$ cat src/rtl/tli4970_pkg.sv
// Shared types and frame helpers for the TLI4970 measurement scheduler.
// Frames are 16-bit raw sensor words; currents leave as 14-bit signed values.
package tli4970_pkg;

    typedef enum logic [1:0] {
        IDLE,
        TRIGGER,
        WAIT,
        EVALUATE
    } state_e;

    localparam int StatusBit       = 15;
    localparam int CurrentMsb      = 12;
    localparam int FrameWidth      = 16;
    localparam int CurrentOutWidth = 14;

    // Current frame with odd parity across all 16 bits.
    function automatic logic frame_valid(input logic [FrameWidth-1:0] f);
        return !f[StatusBit] && (^f);
    endfunction

endpackage

$ cat src/rtl/tli4970_measurement_scheduler_if.sv
// Trigger/done/frame handshake between the scheduler and the SPI interface.
// master = scheduler side, slave = SPI interface side.
interface tli4970_measurement_scheduler_if #(
    parameter int NumberOfPhases = 3
);
    logic                          TriggerMeasurement_o;
    logic                          Done_i;
    logic [16*NumberOfPhases-1:0]  Frames_ib;

    modport master (
        output TriggerMeasurement_o,
        input  Done_i,
        input  Frames_ib
    );

    modport slave (
        input  TriggerMeasurement_o,
        output Done_i,
        output Frames_ib
    );
endinterface

$ cat src/rtl/tli4970_frame_checker.sv
// Per-phase frame register and validity check; holds the last good current
// and flags status/parity faults or a forced fault after a timeout.
module tli4970_frame_checker
    import tli4970_pkg::*;
(
    input  logic                       Clk_ik,
    input  logic                       Reset_i,
    input  logic                       Load_i,
    input  logic                       Eval_i,
    input  logic                       ForceFault_i,
    input  logic [FrameWidth-1:0]      Frame_ib,
    output logic [CurrentOutWidth-1:0] Current_ob,
    output logic                       Fault_o,
    output logic                       Valid_o
);

    logic [FrameWidth-1:0]      frame_q;
    logic [CurrentOutWidth-1:0] current_q;
    logic                       fault_q;
    logic                       valid_q;
    logic                       ok;

    assign ok = frame_valid(frame_q);

    always_ff @(posedge Clk_ik) begin
        if (Reset_i) begin
            frame_q   <= '0;
            current_q <= '0;
            fault_q   <= 1'b0;
            valid_q   <= 1'b0;
        end else begin
            valid_q <= 1'b0;
            if (Load_i)
                frame_q <= Frame_ib;
            if (Eval_i) begin
                valid_q <= ok;
                fault_q <= !ok;
                if (ok)
                    current_q <= {frame_q[CurrentMsb], frame_q[CurrentMsb:0]};
            end
            if (ForceFault_i)
                fault_q <= 1'b1;
        end
    end

    assign Current_ob = current_q;
    assign Fault_o    = fault_q;
    assign Valid_o    = valid_q;

endmodule

$ cat src/rtl/tli4970_measurement_scheduler.sv
// Decimated measurement trigger with timeout supervision; publishes checked
// per-phase currents and counts syncs that arrive while busy.
module tli4970_measurement_scheduler
    import tli4970_pkg::*;
#(
    parameter int NumberOfPhases  = 3,
    parameter int DecimationWidth = 4,
    parameter int TimeoutCycles   = 2048
) (
    input  logic                                  Clk_ik,
    input  logic                                  Reset_i,
    input  logic                                  Enable_i,
    input  logic                                  SyncPulse_i,
    input  logic [DecimationWidth-1:0]            Decimation_ib,
    tli4970_measurement_scheduler_if.master       spi_if,
    output logic [CurrentOutWidth*NumberOfPhases-1:0] Currents_ob,
    output logic                                  CurrentsValid_o,
    output logic [NumberOfPhases-1:0]             FaultMask_ob,
    output logic                                  Timeout_o,
    output logic [7:0]                            OverrunCount_ob8,
    output logic                                  Busy_o
);

    localparam int TW = $clog2(TimeoutCycles + 1);

    state_e                     state_q, state_d;
    logic [DecimationWidth-1:0] dec_q, dec_d;
    logic [TW-1:0]              tmr_q, tmr_d;
    logic [7:0]                 ovr_q, ovr_d;
    logic                       timeout_q, timeout_d;
    logic                       trig_q;
    logic                       busy_q;
    logic                       load;
    logic                       eval;
    logic                       force_fault;
    logic [NumberOfPhases-1:0]  valid;

    always_comb begin
        state_d     = state_q;
        dec_d       = dec_q;
        tmr_d       = tmr_q;
        ovr_d       = ovr_q;
        timeout_d   = timeout_q;
        load        = 1'b0;
        eval        = 1'b0;
        force_fault = 1'b0;
        unique case (state_q)
            IDLE: begin
                if (SyncPulse_i && Enable_i) begin
                    if (dec_q == Decimation_ib) begin
                        dec_d   = '0;
                        state_d = TRIGGER;
                    end else begin
                        dec_d = dec_q + DecimationWidth'(1);
                    end
                end
            end
            TRIGGER: begin
                tmr_d   = TW'(TimeoutCycles - 1);
                state_d = WAIT;
            end
            WAIT: begin
                // Done wins over expiry in the final cycle.
                if (spi_if.Done_i) begin
                    load    = 1'b1;
                    state_d = EVALUATE;
                end else if (tmr_q == '0) begin
                    timeout_d   = 1'b1;
                    force_fault = 1'b1;
                    state_d     = IDLE;
                end else begin
                    tmr_d = tmr_q - TW'(1);
                end
            end
            EVALUATE: begin
                eval    = 1'b1;
                state_d = IDLE;
            end
            default: state_d = IDLE;
        endcase
        if (SyncPulse_i && (state_q != IDLE) && (ovr_q != 8'hFF))
            ovr_d = ovr_q + 8'd1;
    end

    always_ff @(posedge Clk_ik) begin
        if (Reset_i) begin
            state_q   <= IDLE;
            dec_q     <= '0;
            tmr_q     <= '0;
            ovr_q     <= '0;
            timeout_q <= 1'b0;
            trig_q    <= 1'b0;
            busy_q    <= 1'b0;
        end else begin
            state_q   <= state_d;
            dec_q     <= dec_d;
            tmr_q     <= tmr_d;
            ovr_q     <= ovr_d;
            timeout_q <= timeout_d;
            trig_q    <= (state_d == TRIGGER);
            busy_q    <= (state_d != IDLE);
        end
    end

    for (genvar k = 0; k < NumberOfPhases; k++) begin : g_phase
        tli4970_frame_checker u_chk (
            .Clk_ik      (Clk_ik),
            .Reset_i     (Reset_i),
            .Load_i      (load),
            .Eval_i      (eval),
            .ForceFault_i(force_fault),
            .Frame_ib    (spi_if.Frames_ib[FrameWidth*k +: FrameWidth]),
            .Current_ob  (Currents_ob[CurrentOutWidth*k +: CurrentOutWidth]),
            .Fault_o     (FaultMask_ob[k]),
            .Valid_o     (valid[k])
        );
    end

    assign spi_if.TriggerMeasurement_o = trig_q;
    assign CurrentsValid_o             = |valid;
    assign Timeout_o                   = timeout_q;
    assign OverrunCount_ob8            = ovr_q;
    assign Busy_o                      = busy_q;

endmodule

$ cat src/flat_wrapper.sv
// flat-port wrapper written by rule: the top's interface ports become plain ports
module tli4970_measurement_scheduler_flat import tli4970_pkg::*;
#(
    parameter int NumberOfPhases  = 3,
    parameter int DecimationWidth = 4,
    parameter int TimeoutCycles   = 2048
)
  (Clk_ik, Reset_i, Enable_i, SyncPulse_i, Decimation_ib, Currents_ob, CurrentsValid_o, FaultMask_ob, Timeout_o, OverrunCount_ob8, Busy_o, spi_if_TriggerMeasurement_o, spi_if_Done_i, spi_if_Frames_ib);
  tli4970_measurement_scheduler_if #(.NumberOfPhases(NumberOfPhases)) spi_if_i ();
  input  logic Clk_ik;
  input  logic Reset_i;
  input  logic Enable_i;
  input  logic SyncPulse_i;
  input  logic [DecimationWidth-1:0] Decimation_ib;
  output logic [CurrentOutWidth*NumberOfPhases-1:0] Currents_ob;
  output logic CurrentsValid_o;
  output logic [NumberOfPhases-1:0] FaultMask_ob;
  output logic Timeout_o;
  output logic [7:0] OverrunCount_ob8;
  output logic Busy_o;
  output wire logic [$bits(spi_if_i.TriggerMeasurement_o)-1:0] spi_if_TriggerMeasurement_o;
  input wire logic [$bits(spi_if_i.Done_i)-1:0] spi_if_Done_i;
  input wire logic [$bits(spi_if_i.Frames_ib)-1:0] spi_if_Frames_ib;
  assign spi_if_TriggerMeasurement_o = spi_if_i.TriggerMeasurement_o;
  assign spi_if_i.Done_i = spi_if_Done_i;
  assign spi_if_i.Frames_ib = spi_if_Frames_ib;
  tli4970_measurement_scheduler #(.NumberOfPhases(NumberOfPhases), .DecimationWidth(DecimationWidth), .TimeoutCycles(TimeoutCycles)) u_core (.Clk_ik(Clk_ik), .Reset_i(Reset_i), .Enable_i(Enable_i), .SyncPulse_i(SyncPulse_i), .Decimation_ib(Decimation_ib), .spi_if(spi_if_i), .Currents_ob(Currents_ob), .CurrentsValid_o(CurrentsValid_o), .FaultMask_ob(FaultMask_ob), .Timeout_o(Timeout_o), .OverrunCount_ob8(OverrunCount_ob8), .Busy_o(Busy_o));
endmodule
$ cat config.mk
export PLATFORM = sky130hd
export DESIGN_NAME = tli4970_measurement_scheduler_flat
export DESIGN_NICKNAME = d
export VERILOG_FILES = /design/src/rtl/tli4970_pkg.sv /design/src/rtl/tli4970_measurement_scheduler_if.sv /design/src/rtl/tli4970_frame_checker.sv /design/src/rtl/tli4970_measurement_scheduler.sv /design/src/flat_wrapper.sv
export SDC_FILE = /design/constraint.sdc
export NUM_CORES = 1
export LEC_CHECK = 0
export ABC_AREA = 0
export BUFFER_PORTS_ARGS = -buffer_cell sky130_fd_sc_hd__buf_2
export CAP_MARGIN = 30
export CORE_ASPECT_RATIO = 0.9
export CORE_MARGIN = 5
export CORE_UTILIZATION = 40
export CTS_BUF_LIST = sky130_fd_sc_hd__clkbuf_16
export DETAILED_ROUTE_END_ITERATION = 12
export PLACE_DENSITY_LB_ADDON = 0.12
export SLEW_MARGIN = 5
export SYNTH_ARGS = -nofsm -noshare
export SYNTH_HDL_FRONTEND = slang
export SYNTH_SLANG_ARGS = --single-unit
$ cat constraint.sdc
create_clock -name Clk_ik -period 5.39 [get_ports Clk_ik]
set_input_delay 0.539 -clock Clk_ik [delete_from_list [all_inputs] [get_ports Clk_ik]]
set_output_delay 0.539 -clock Clk_ik [all_outputs]
set_load 0.01 [all_outputs]
======== Yosys cells after proc, flatten, opt, wreduce, memory -nomap -nowiden ========
Cells that the tools add are included.
cells by class
  multiply operators ...................... 0
  $add $sub $neg .......................... 3
  reductions and logical operators ........ 29
  shift operators ......................... 0
  mux-type cells .......................... 21
  eq/ne operators ......................... 8
  div/mod/pow operators ................... 0
  bitwise logic cells ..................... 2
  magnitude comparators ................... 0
operator list
  operator                                             count
  XOR reduction 16 bit                                 3
  two-way mux 12 bit                                   2
  one-hot mux 12 bit (2 select lines)                  1
  zero test 12 bit                                     1
  two-way mux 1 bit                                    12
  subtractor 12 x 1 -> 12 bit (second input constant)  1
  adder 8 x 1 -> 8 bit (second input constant)         1
  two-way mux 2 bit                                    4
  != test 8 bit (second input constant)                1
  one-hot mux 2 bit (4 select lines)                   1
  AND reduction 2 bit                                  4
  nonzero test 2 bit                                   4
  logical AND 1 bit                                    6
  zero test 1 bit                                      6
  AND reduction 3 bit                                  2
  adder 4 x 1 -> 4 bit (second input constant)         1
  == test 2 x 1 -> 1 bit (second input constant)       2
  == test 2 bit (second input constant)                2
  == test 4 bit                                        1
  two-way mux 4 bit                                    1
  != test 2 bit (second input constant)                2
  OR reduction 3 bit                                   1
  zero test 2 bit                                      1
  inverter 1 bit                                       2
  OR reduction 2 bit                                   1
storage, ports and cells
  memory bits (writable) .................. 0
  register bits after elaboration ......... 122
  word-level logic and storage cells ...... 82
  input port bits ......................... 57
  output and inout bits ................... 57
  memories ................................ 0
  bits in latches ......................... 0
  memory bits (read-only) ................. 0

======== Logic depth before layout (Yosys ltp) ========
Gate-level depths: netlist (run 1).
  depth after elaboration ................. 5
  depth in mapped cells ................... 8

======== Modules after synthesis ========
From an unflattened synthesis (run 1), not the netlist that was laid out.
second synthesis, totals
  cell total of the unflattened synthesis .. 553
  area, all modules ....................... 5586.6 sq um
by module, submodules not included
  module                         cells each  times used  sequential area each (sq um)  area an instance (sq um)
  tli4970_frame_checker          130         3           620.6                         1365.1
  tli4970_measurement_scheduler  163         1           580.6                         1491.4

======== Least setup slack after synthesis (run 1) ========
OpenSTA, ideal clock, no wires.
  kind .................................... flip-flop to flip-flop
  from .................................... reg u_core.g_phase[0].u_chk.frame_q[15]
  to ...................................... reg u_core.g_phase[0].u_chk.current_q[0]
  setup time .............................. 0.072 ns
  period minus slack after synthesis ...... 1.749 ns
  path buffers ............................ 1
  setup slack ............................. 3.641 ns
  data required time ...................... 5.318 ns
  stages on the path, launching flop included .. 8
  arrival ................................. 1.678 ns
  cells stage by stage .................... dfxtp_1 xor2_1 xnor2_1 xnor2_1 xnor2_1 nor3_4 buf_8 mux2i_1
on the way
  cells in the longest elaborated chain, start to end .. 3
RTL lines
  element                                                  line                         text
  from (decl)                                              tli4970_frame_checker.sv:17  logic [FrameWidth-1:0] frame_q;
  from (signal assigned)                                   tli4970_frame_checker.sv:34  frame_q <= Frame_ib;
  XOR reduction 16 bit or zero test 1 bit (tied branches)  tli4970_pkg.sv:19            return !f[StatusBit] && (^f);
  logical AND 1 bit (*)                                    tli4970_pkg.sv:19
  AND reduction 2 bit (no line) (*)                        -
  to (signal assigned)                                     tli4970_frame_checker.sv:39  current_q <= {frame_q[CurrentMsb], frame_q[CurrentMsb:0]};
  to (decl)                                                tli4970_frame_checker.sv:18  logic [CurrentOutWidth-1:0] current_q;
Every way passes the cells marked *; elsewhere a longest branch is shown, timed or not.
A chain may end at the register's enable or synchronous reset.

======== Worst setup path in the final report (run 1) ========
  from .................................... reg u_core.g_phase[1].u_chk.frame_q[15]
  to ...................................... reg u_core.g_phase[1].u_chk.current_q[11]
on the way
  cells in the longest elaborated chain, start to end .. 3
RTL lines
  element                                                  line
  from (decl)                                              tli4970_frame_checker.sv:17
  from (signal assigned)                                   tli4970_frame_checker.sv:34
  XOR reduction 16 bit or zero test 1 bit (tied branches)  tli4970_pkg.sv:19
  logical AND 1 bit (*)                                    tli4970_pkg.sv:19
  AND reduction 2 bit (no line) (*)                        -
  to (signal assigned)                                     tli4970_frame_checker.sv:39
  to (decl)                                                tli4970_frame_checker.sv:18
Marks and branches as above.

==> impl_metrics.csv, run 1 <==
group,metric,value,unit
clocking,clock_sinks,122,
sta,period_share,40.5,%
logic_synthesis,synthCells,594,
drt,antenna_left,0,
layout,fillers,1281,
clocking,clockBufferDepth,2,
pwr,power,1.91,mW
layout,multiInputGateArea,0.00267,sq mm
global_routing,grt_pass1_vias,4031,
layout,diodes,0,
sta,worstMarginPinSlew,0.962,ns
worst_setup_path,crit_arrival,2.52,ns
clocking,insertion_delay,0.41,ns
logic_synthesis,async_flop_share,0,%
layout,fin_nets,751,
clocking,cts_tree,"built",
status,outcome,"finished, final reports clean",
run,drv_cap,0,
placement,numPortBuffers,113,
logic_synthesis,synth_cell_type_count,37,
logic_synthesis,synth_nets,654,
worst_setup_path,startpoint_type,"flip-flop",
pwr,ir_worst_vdd,0.000216,V
placement,gp_congestion,0.797,
layout,seqCellArea,0.00244,sq mm
logic_synthesis,synth_top_area_cell,"dfxtp_1",
die,dieArea,0.0158,sq mm
global_routing,antenna_found_initial,0,
layout,finish.utilization,48.8,%
clocking,postCtsResizedCells,0,
sta,relSlewSlack,35.7,%
sta,clock.fmax,458,MHz
drt,drtIter0Drc,185,
worst_setup_path,critPathCaptureType,"flip-flop",
sta,period_minus_slack,2.18,ns
logic_synthesis,synth_top_area_share,45.8,%
sta,final_max_slew_viol_count,0,
die,start_util,40.4,%
logic_synthesis,synth-seq-cells,122,
worst_setup_path,cp_max_fo,14,
clocking,cts_buffers,17,
drt,vias,4139,
placement,hpwl,8110,um
sta,fin_tns_setup,0,ns
worst_setup_path,worstSetupPathType,"flip-flop to flip-flop",
logic_synthesis,synth_most_common_cell,"dfxtp_1",
die,die_w,132,um
sta,clock_skew,0.00533,ns
global_routing,track_usage,15.5,%
logic_synthesis,synthesis.area,0.00534,sq mm
sta,rsz0062_at_grt,"no",
layout,stdcell_area,0.00644,sq mm
global_routing,grt_max_degree,103,
drt,drtPass1Iterations,4,
sta,finalSetupViolCount,0,
die,placementRows,40,
logic_synthesis,yosysWarningCount,0,
logic_synthesis,synth_edf_count,0,
drt,wirelength,11900,um
worst_setup_path,required,5.73,ns
clocking,root_buffer,"clkbuf_16",
drt,drc,0,
logic_synthesis,synth_area_leaders,"dfxtp_1 (46%), nand2b_1 (8.9%), xnor2_1 (8.0%), mux2i_1 (7.7%), nand2_1 (7.4%)",
logic_synthesis,ys_seq_area_share,45.8,%
drt,wl_per_cell,13.8,um
global_routing,grt_pass1_wl,19700,um
placement,place_area,0.00595,sq mm
clocking,clk_pin_slew,0.05,ns
pwr,leakage,2.41,nW
layout,syn_to_final_growth,20.7,%
clocking,cts_setup_buffers,0,
clocking,htreeDepth,4,
layout,final_layout_size_suffix_gt1_share,20.6,%
logic_synthesis,synthTopCellsByCount,"dfxtp_1 (122), nand2_1 (105), nand2b_1 (76), a21oi_1 (63), xnor2_1 (49)",
die,die_h,120,um
hold_path,hp-class,"input pin to flip-flop",
die,core_area,0.0132,sq mm
drt,routed_via_density,4.77,
die,io_pins,114,
global_routing,grt_overflow,0,
logic_synthesis,synth-main-ff-cell,"dfxtp_1",
clocking,cts_hold_buf,0,
logic_synthesis,syn_avg_cell_area,8.98,sq um
sta,hold_violations,0,
pwr,powerDensity,296,mW/mm^2
critical path, cell delays in order, from the launching register on:
cell,delay [ns]
dfxtp_1,0.42
xor2_1,0.20
xnor2_1,0.16
xnor2_1,0.15
xnor2_1,0.14
nor3_4,0.76
mux2i_1,0.28
sequential cells by signal, summed over array words and instances, names as in the netlist:
signal,count
u_core.g_phase.u_chk.frame_q,48
u_core.g_phase.u_chk.Current_ob,39
u_core.tmr_q,12
u_core.OverrunCount_ob8,8
u_core.dec_q,4
u_core.g_phase.u_chk.Fault_o,3
u_core.g_phase.u_chk.Valid_o,3
u_core.state_q,2
u_core.Busy_o,1
u_core.Timeout_o,1
u_core.spi_if.TriggerMeasurement_o,1
layout make-up:
| class | instances | area share (%) |
|---|---|---|
| Tap cell | 168 | 3.26 |
| Timing Repair Buffer | 117 | 9.79 |
| Multi-Input combinational cell | 429 | 41.5 |
| Clock inverter | 11 | 0.719 |
| Sequential cell | 122 | 37.9 |
| Inverter | 4 | 0.233 |
| Clock buffer | 17 | 6.60 |
per-stage QoR:
step | setup WS, ns | hold slack (ns) | std cells
6_report | 3.21 | 0.364 | 868
5_1_grt | 3.03 | 0.348 | 868
4_1_cts | 3.16 | 0.345 | 867
3_5_place_dp | 3.17 | 0.458 | 839
3_3_place_gp | 3.21 | 0.454 | 838
2_1_floorplan | 3.64 | 0.448 | 594
placed cells by master (no fill, tap or decap), types with 3 or more instances in the layout:
cell	count
nand2b_1	76
or2b_1	4
mux2i_1	41
xnor2_1	49
clkbuf_16	17
nand4_1	6
clkinv_2	4
a21oi_1	63
nand2_1	104
nor4_1	7
nor3_1	9
inv_1	8
a211oi_1	6
buf_4	3
clkinv_1	3
ha_1	3
nor2b_1	4
nand3_1	4
buf_2	112
xor2_1	16
nor2_1	19
dfxtp_1	122
power breakdown:
part	internal [mW]	switching, mW
registers	0.907	0.00421
logic	0.0336	0.0358
clock network	0.558	0.370
total	1.50	0.410
logic make-up after synthesis:
kind of cell,after synthesis,synth area share (%)
and+or+nand+nor,247,23.6
AOI/OAI and AO/OA,73,7.32
DFF,122,45.8
xor gates and xnor gates,65,10.7
buffers and inverters,43,4.22
adders and majority gates,3,0.704
muxes,41,7.69
final timing paths:
check                                                                       from                                                   to  slack [ns]  cells past startpoint
worst max register to register  u_core.g_phase[1].u_chk.frame_q[15]$_SDFFE_PP0P_  u_core.g_phase[1].u_chk.Current_ob[11]$_SDFFE_PP0P_        3.21                      6
worst min register to register                     u_core.Timeout_o$_SDFFE_PP0P_                        u_core.Timeout_o$_SDFFE_PP0P_        0.46                      2
worst min-delay path                                        spi_if_Frames_ib[26]     u_core.g_phase[1].u_chk.frame_q[10]$_SDFFE_PP0P_        0.36                      3
worst max-delay path            u_core.g_phase[1].u_chk.frame_q[15]$_SDFFE_PP0P_  u_core.g_phase[1].u_chk.Current_ob[11]$_SDFFE_PP0P_        3.21                      6
metal layers:
metal	wire length, um	track usage, %	vias to the layer above
met5	0	0	-
met4	250	6.68	0
met3	638	5.24	19
met2	5500	24.4	93
met1	5560	19.5	1888
li1	-	-	2139
No activity file was read; power rests on OpenSTA's default activity.
==> run 2: changes to the inputs <==
- clock period: 5.39 -> 2.1 ns (I/O delays scaled with it)
==> run 2 against run 1 <==
Global-route usage shrank 0.084 points. Utilization grew 0.90 points. Final cell count grew 1.5%. Routed wire length grew 0.27%. Clock power grew to 2.8 times the previous value. Sequential share of layout area shrank 0.69 points. Register-to-register slack lost 2.9 ns. Count of clock-buffer cells in the layout is the same. Combinational power grew to 2.7 times the previous value. Die area is the same. Sequential cell count is the same.
==> impl_metrics.csv, run 2 (synthesis gave the netlist of run 1 again) <==
group,metric,value,unit
clocking,postCtsResizedCells,0,
layout,layout_common_cells,"dfxtp_1 (122), buf_2 (112), nand2_1 (104)",
sta,clock_skew,0.00738,ns
die,dieArea,0.0158,sq mm
worst_setup_path,path_cells,"xor2_1 > xnor2_1 > xnor2_1 > xnor2_1 > nor3_4 > buf_4 > mux2i_1",
drt,drtIter0Drc,154,
placement,placed_cells,849,
sta,worstMarginPinSlew,0.609,ns
worst_setup_path,cp_slowest_cell,"dfxtp_1",
worst_setup_path,r2r_setup_slack,0.26,ns
worst_setup_path,reg2reg_to,"u_core.g_phase[1].u_chk.Current_ob[11]$_SDFFE_PP0P_",
drt,wirelength,12000,um
global_routing,grt_max_degree,62,
pwr,leakage,2.47,nW
worst_setup_path,cpLargestDelayFamily,"XOR/XNOR gates",
layout,top_register,"u_core.g_phase.u_chk.frame_q",
clocking,cts_tree,"built",
clocking,insertion_delay,0.42,ns
placement,gp_congestion,0.786,
global_routing,track_usage,15.5,%
sta,finalSetupViolCount,0,
placement,place_area,0.00604,sq mm
clocking,cts_buffers,17,
die,die_h,120,um
worst_setup_path,worstSetupPathType,"flip-flop to flip-flop",
layout,fin_nets,760,
sta,period_minus_slack,1.84,ns
drt,wl_per_cell,13.6,um
die,placementRows,40,
hold_path,hp-class,"input pin to flip-flop",
worst_setup_path,cp-startpoint,"u_core.g_phase[1].u_chk.frame_q[15]$_SDFFE_PP0P_",
clocking,clk_pin_slew,0.05,ns
layout,diodes,0,
run,drv_cap,0,
worst_setup_path,cp_common_cell,"xnor2_1",
worst_setup_path,max_stage_delay,0.42,ns
layout,mostFrequentLayoutCell,"dfxtp_1",
pwr,power,5.09,mW
worst_setup_path,path_depth,7,
worst_setup_path,reg2reg_from,"u_core.g_phase[1].u_chk.frame_q[15]$_SDFFE_PP0P_",
pwr,ir_worst_vdd,0.000552,V
global_routing,grt_pass1_vias,4017,
placement,hpwl,8260,um
worst_setup_path,startpoint_type,"flip-flop",
global_routing,antenna_found_initial,0,
worst_setup_path,critPathBufInv,1,
clocking,htreeDepth,4,
layout,largest_reg_flops,48,
sta,hold_violations,0,
status,outcome,"finished, final reports clean",
clocking,clockBufferDepth,2,
worst_setup_path,crit_path_end,"u_core.g_phase[1].u_chk.Current_ob[11]$_SDFFE_PP0P_",
clocking,clock_sinks,122,
placement,numPortBuffers,113,
clocking,cts_setup_buffers,0,
drt,routed_via_density,4.73,
layout,stdcell_area,0.00656,sq mm
global_routing,grt_overflow,0,
worst_setup_path,required,2.44,ns
sta,relSlewSlack,59.4,%
drt,drtPass1Iterations,4,
worst_setup_path,critPathCaptureType,"flip-flop",
global_routing,grt_pass1_wl,19600,um
sta,final_max_slew_viol_count,0,
die,core_area,0.0132,sq mm
pwr,powerDensity,775,mW/mm^2
sta,fin_tns_setup,0,ns
drt,drc,0,
layout,fin_cells,881,
worst_setup_path,reg2reg_depth,7,
sta,rsz0062_at_grt,"no",
sta,clock.fmax,544,MHz
layout,syn_to_final_growth,23.0,%
die,io_pins,114,
clocking,cts_hold_buf,0,
die,die_w,132,um
worst_setup_path,crit_arrival,2.18,ns
clocking,root_buffer,"clkbuf_16",
worst_setup_path,cp_max_fo,13,
sta,period_share,87.5,%
drt,antenna_left,0,
layout,final_layout_size_suffix_gt1_share,21.9,%
drt,vias,4171,
die,start_util,40.4,%
sta,worst_hold_slack,0.0304,ns
[run 2: cell count changes in the layout (fill, tap and decap cells not counted)]
cell,change
clkinv_1,+3
bufinv_16,+1
buf_16,-1
buf_4,+8
inv_1,-2
clkinv_2,+1
clkinvlp_4,+1
buf_12,+2
[run 2: how the worst min path moves through the flow]
stage / end / depth (start not counted) / start / slack, ns
5_1_grt: u_core.g_phase[2].u_chk.frame_q[4]$_SDFFE_PP0P_ / 3 / spi_if_Frames_ib[36] / 0.01
3_5_place_dp: u_core.Timeout_o$_SDFFE_PP0P_ / 2 / u_core.Timeout_o$_SDFFE_PP0P_ / 0.43
4_1_cts: u_core.g_phase[1].u_chk.frame_q[10]$_SDFFE_PP0P_ / 3 / spi_if_Frames_ib[26] / 0.01
3_3_place_gp: u_core.Timeout_o$_SDFFE_PP0P_ / 2 / u_core.Timeout_o$_SDFFE_PP0P_ / 0.43
2_1_floorplan: u_core.g_phase[0].u_chk.frame_q[13]$_SDFFE_PP0P_ / 2 / spi_if_Frames_ib[13] / 0.35
6_report: u_core.g_phase[0].u_chk.frame_q[6]$_SDFFE_PP0P_ / 3 / spi_if_Frames_ib[6] / 0.03
[run 2: cell type report]
type	instances	area (sq um)
multi-input combinational	429	2670
fill	1262	6650
clock inverter	15	92.6
timing repair buffer	126	703
clock buffer	17	425
sequential	122	2440
tap	168	210
inverter	4	15.0
[run 2: report_power, final]
part           internal [mW]  switching, mW  leakage, nW  total (mW)
registers               2.33         0.0103        0.983        2.34
logic                 0.0927         0.0935         1.22       0.186
clock network           1.57          0.990        0.263        2.56
[run 2: worst reg2reg max path, cell delays in order (launching register included)]
cell,delay [ns]
dfxtp_1,0.42
xor2_1,0.20
xnor2_1,0.16
xnor2_1,0.16
xnor2_1,0.14
nor3_4,0.16
buf_4,0.30
mux2i_1,0.22
[run 2: stage by stage]
step                      setup slack, ns  util [%]
after detailed placement            0.256      45.7
after floorplan                     0.351         -
after CTS                           0.236      49.6
after global placement              0.306      45.7
after global routing                0.104      49.6
final                               0.263      49.6
[run 2: layer usage]
layer	global-route usage [%]	up-vias	share of wire (%)
li1	-	2165	-
met1	20.4	1908	48
met5	0	-	0
met2	23.2	86	46
met4	5.98	0	1.0
met3	5.45	12	5.3
==> run 3: changes to the inputs <==
- clock period: 2.1 -> 1.5 ns (I/O delays scaled with it)
==> run 3 against run 2 <==
The run now ends with negative setup slack left. Clock skew shrank 0.0010 ns. Total power grew 42%. Via count grew 15%. Sequential share of layout area shrank 6.8 points. Worst hold slack lost 0.0043 ns. Fmax grew 5.9%. Sequential power grew 39%. Setup slack lost 0.50 ns. Sequential cell count is the same. Final cell count grew 16%. Clock power grew 39%. Combinational power grew 130%. Critical endpoint is now u_core.g_phase[0].u_chk.Current_ob[7]$_SDFFE_PP0P_.
==> impl_metrics.csv, run 3 (synthesis gave the netlist of run 1 again) <==
group,metric,value,unit
layout,seqCellArea,0.00248,sq mm
worst_setup_path,path_cells,"xor2_2 > xnor2_1 > xnor2_1 > xnor2_2 > nor3_4 > buf_6 > mux2i_1",
sta,period_minus_slack,1.73,ns
layout,mostFrequentLayoutCell,"buf_2",
layout,largest_reg_flops,48,
worst_setup_path,cp_max_fo,4,
worst_setup_path,startpoint_type,"flip-flop",
worst_setup_path,r2r_setup_slack,-0.23,ns
worst_setup_path,reg2reg_to,"u_core.g_phase[0].u_chk.Current_ob[7]$_SDFFE_PP0P_",
placement,hpwl,9350,um
status,outcome,"finished with violations",
drt,wl_per_cell,13.7,um
worst_setup_path,critPathCaptureType,"flip-flop",
worst_setup_path,cp_common_cell,"xnor2_1",
global_routing,grt_max_degree,44,
global_routing,grt_pass1_vias,4951,
global_routing,grt_pass1_wl,23000,um
run,drv_cap,0,
clocking,htreeDepth,4,
worst_setup_path,reg2reg_depth,7,
sta,relSlewSlack,67.4,%
pwr,p_sw_share,22.1,%
clocking,root_buffer,"clkbuf_16",
clocking,insertion_delay,0.42,ns
pwr,ir_worst_vdd,0.000693,V
status,violations,"negative setup slack",
hold_path,hold_start,"spi_if_Frames_ib[1]",
layout,finish.utilization,61.8,%
layout,layout_common_cells,"buf_2 (112), nand2_1 (101), dfxtp_1 (99)",
pwr,power_frac_seq,45.1,%
global_routing,antenna_found_initial,0,
clocking,cts_tree,"built",
pwr,power,7.24,mW
sta,clock.fmax,577,MHz
placement,numPortBuffers,113,
pwr,switching_power,1.60,mW
die,die_w,132,um
drt,drtIter0Drc,132,
clocking,clk_pin_slew,0.05,ns
global_routing,grt_overflow,0,
pwr,power_frac_comb,5.9,%
clocking,cts_buffers,17,
die,dieArea,0.0158,sq mm
worst_setup_path,required,1.84,ns
layout,fillers,1126,
pwr,clkPwrFrac,49.0,%
worst_setup_path,max_stage_delay,0.33,ns
sta,rsz0062_at_grt,"yes",
layout,multiInputGateArea,0.00300,sq mm
global_routing,track_usage,17.8,%
die,start_util,40.4,%
drt,drtPass1Iterations,5,
sta,hold_violations,0,
layout,syn_to_final_growth,53.0,%
worst_setup_path,cp_slowest_cell,"dfxtp_2",
sta,clock_skew,0.00638,ns
clocking,clockBufferDepth,2,
sta,finalWorstSetupSlack,-0.234,ns
placement,gp_congestion,0.804,
sta,final_max_slew_viol_count,0,
die,core_area,0.0132,sq mm
sta,period_share,116,%
layout,fin_nets,899,
drt,wirelength,14000,um
layout,top_register,"u_core.g_phase.u_chk.frame_q",
worst_setup_path,crit_path_end,"u_core.g_phase[0].u_chk.Current_ob[7]$_SDFFE_PP0P_",
worst_setup_path,cp-startpoint,"u_core.g_phase[0].u_chk.frame_q[0]$_SDFFE_PP0P_",
worst_setup_path,reg2reg_from,"u_core.g_phase[0].u_chk.frame_q[0]$_SDFFE_PP0P_",
layout,diodes,0,
drt,routed_via_density,4.69,
worst_setup_path,crit_arrival,2.07,ns
sta,finalSetupViolCount,56,
pwr,powerDensity,887,mW/mm^2
sta,worstMarginPinSlew,0.489,ns
die,die_h,120,um
pwr,leakage,3.27,nW
hold_path,hp-class,"input pin to flip-flop",
worst_setup_path,worstSetupPathType,"flip-flop to flip-flop",
die,io_pins,114,
drt,antenna_left,0,
clocking,clock_sinks,122,
drt,vias,4785,
drt,drc,0,
die,placementRows,40,
layout,final_layout_size_suffix_gt1_share,37.2,%
pwr,p_int,5.64,mW
## run 3: changes by cell type in the layout (fill, tap and decap cells not counted), moves of 6 or more
| cell | change |
|---|---|
| xnor2_1 | -6 |
| dfxtp_2 | +18 |
| buf_4 | +82 |
| xnor2_2 | +6 |
| dfxtp_1 | -23 |
| dlygate4sd3_1 | +47 |
| nor3_1 | -8 |
| buf_6 | +6 |
## run 3: worst min-delay path by stage
stage	endpoint	slack (ns)	depth (start not counted)
after floorplan	u_core.g_phase[0].u_chk.frame_q[15]$_SDFFE_PP0P_	0.28	2
after global placement	u_core.g_phase[2].u_chk.frame_q[13]$_SDFFE_PP0P_	0.39	3
after detailed placement	u_core.g_phase[0].u_chk.frame_q[15]$_SDFFE_PP0P_	0.40	3
after CTS	u_core.g_phase[1].u_chk.frame_q[14]$_SDFFE_PP0P_	0.00005	3
after global routing	u_core.g_phase[0].u_chk.frame_q[1]$_SDFFE_PP0P_	0.03	3
final	u_core.g_phase[0].u_chk.frame_q[1]$_SDFFE_PP0P_	0.03	3
## run 3: stage by stage
step	hold slack [ns]	area [sq um]	setup TNS (ns)	setup WS, ns	std cells
after floorplan	0.276	5440	-4.56	-0.201	594
after global placement	0.392	6800	-5.98	-0.166	930
after detailed placement	0.398	6800	-8.34	-0.223	930
after CTS	0.0000517	7980	-7.42	-0.209	1013
after global routing	0.0313	8160	-14.29	-0.359	1020
final	0.0261	8160	-7.88	-0.234	1020
## run 3: worst max-delay path: cells and delay by family, from the launching register on
kind	cells	cell delay [ns]
and+or+nand+nor	1	0.22
muxes	1	0.19
xor gates and xnor gates	4	0.74
buffers and inverters	1	0.17
DFF	1	0.33
## run 3: power by group through the flow
stage / Sequential [mW] / Clock (mW) / Combinational [mW]
global route: 3.26 / 3.78 / 0.463
detailed placement: 3.33 / 0 / 0.296
finish: 3.26 / 3.55 / 0.430
global placement: 3.33 / 0 / 0.291
floorplan: 3.33 / 0 / 0.148
CTS: 3.27 / 3.63 / 0.410
## run 3: area by class of cell
type	count	share of cell area [%]
flip-flops and latches	122	30.4
clock buffers	18	5.52
well taps	168	2.57
repair buffers	265	23.7
clock inverters	14	0.766
inverters	4	0.245
multi-input cells	429	36.8
## run 3: what timing repair did
| item | in CTS | in global routing |
|---|---|---|
| endpoints found under the hold margin | 46 | 1 |
| hold buffers | 46 | 1 |
| setup endpoints to repair | 55 | 61 |
| pin swaps | 15 | 16 |
| gates resized for setup | 39 | 34 |
| buffers inserted | 5 | 7 |
## run 3: metal layers
layer	wire length, um	up-vias	global-route usage (%)
li1	-	2433	-
met1	6140	2234	21.2
met2	6970	101	30.3
met3	682	17	5.41
met4	197	0	6.56
met5	0	-	0
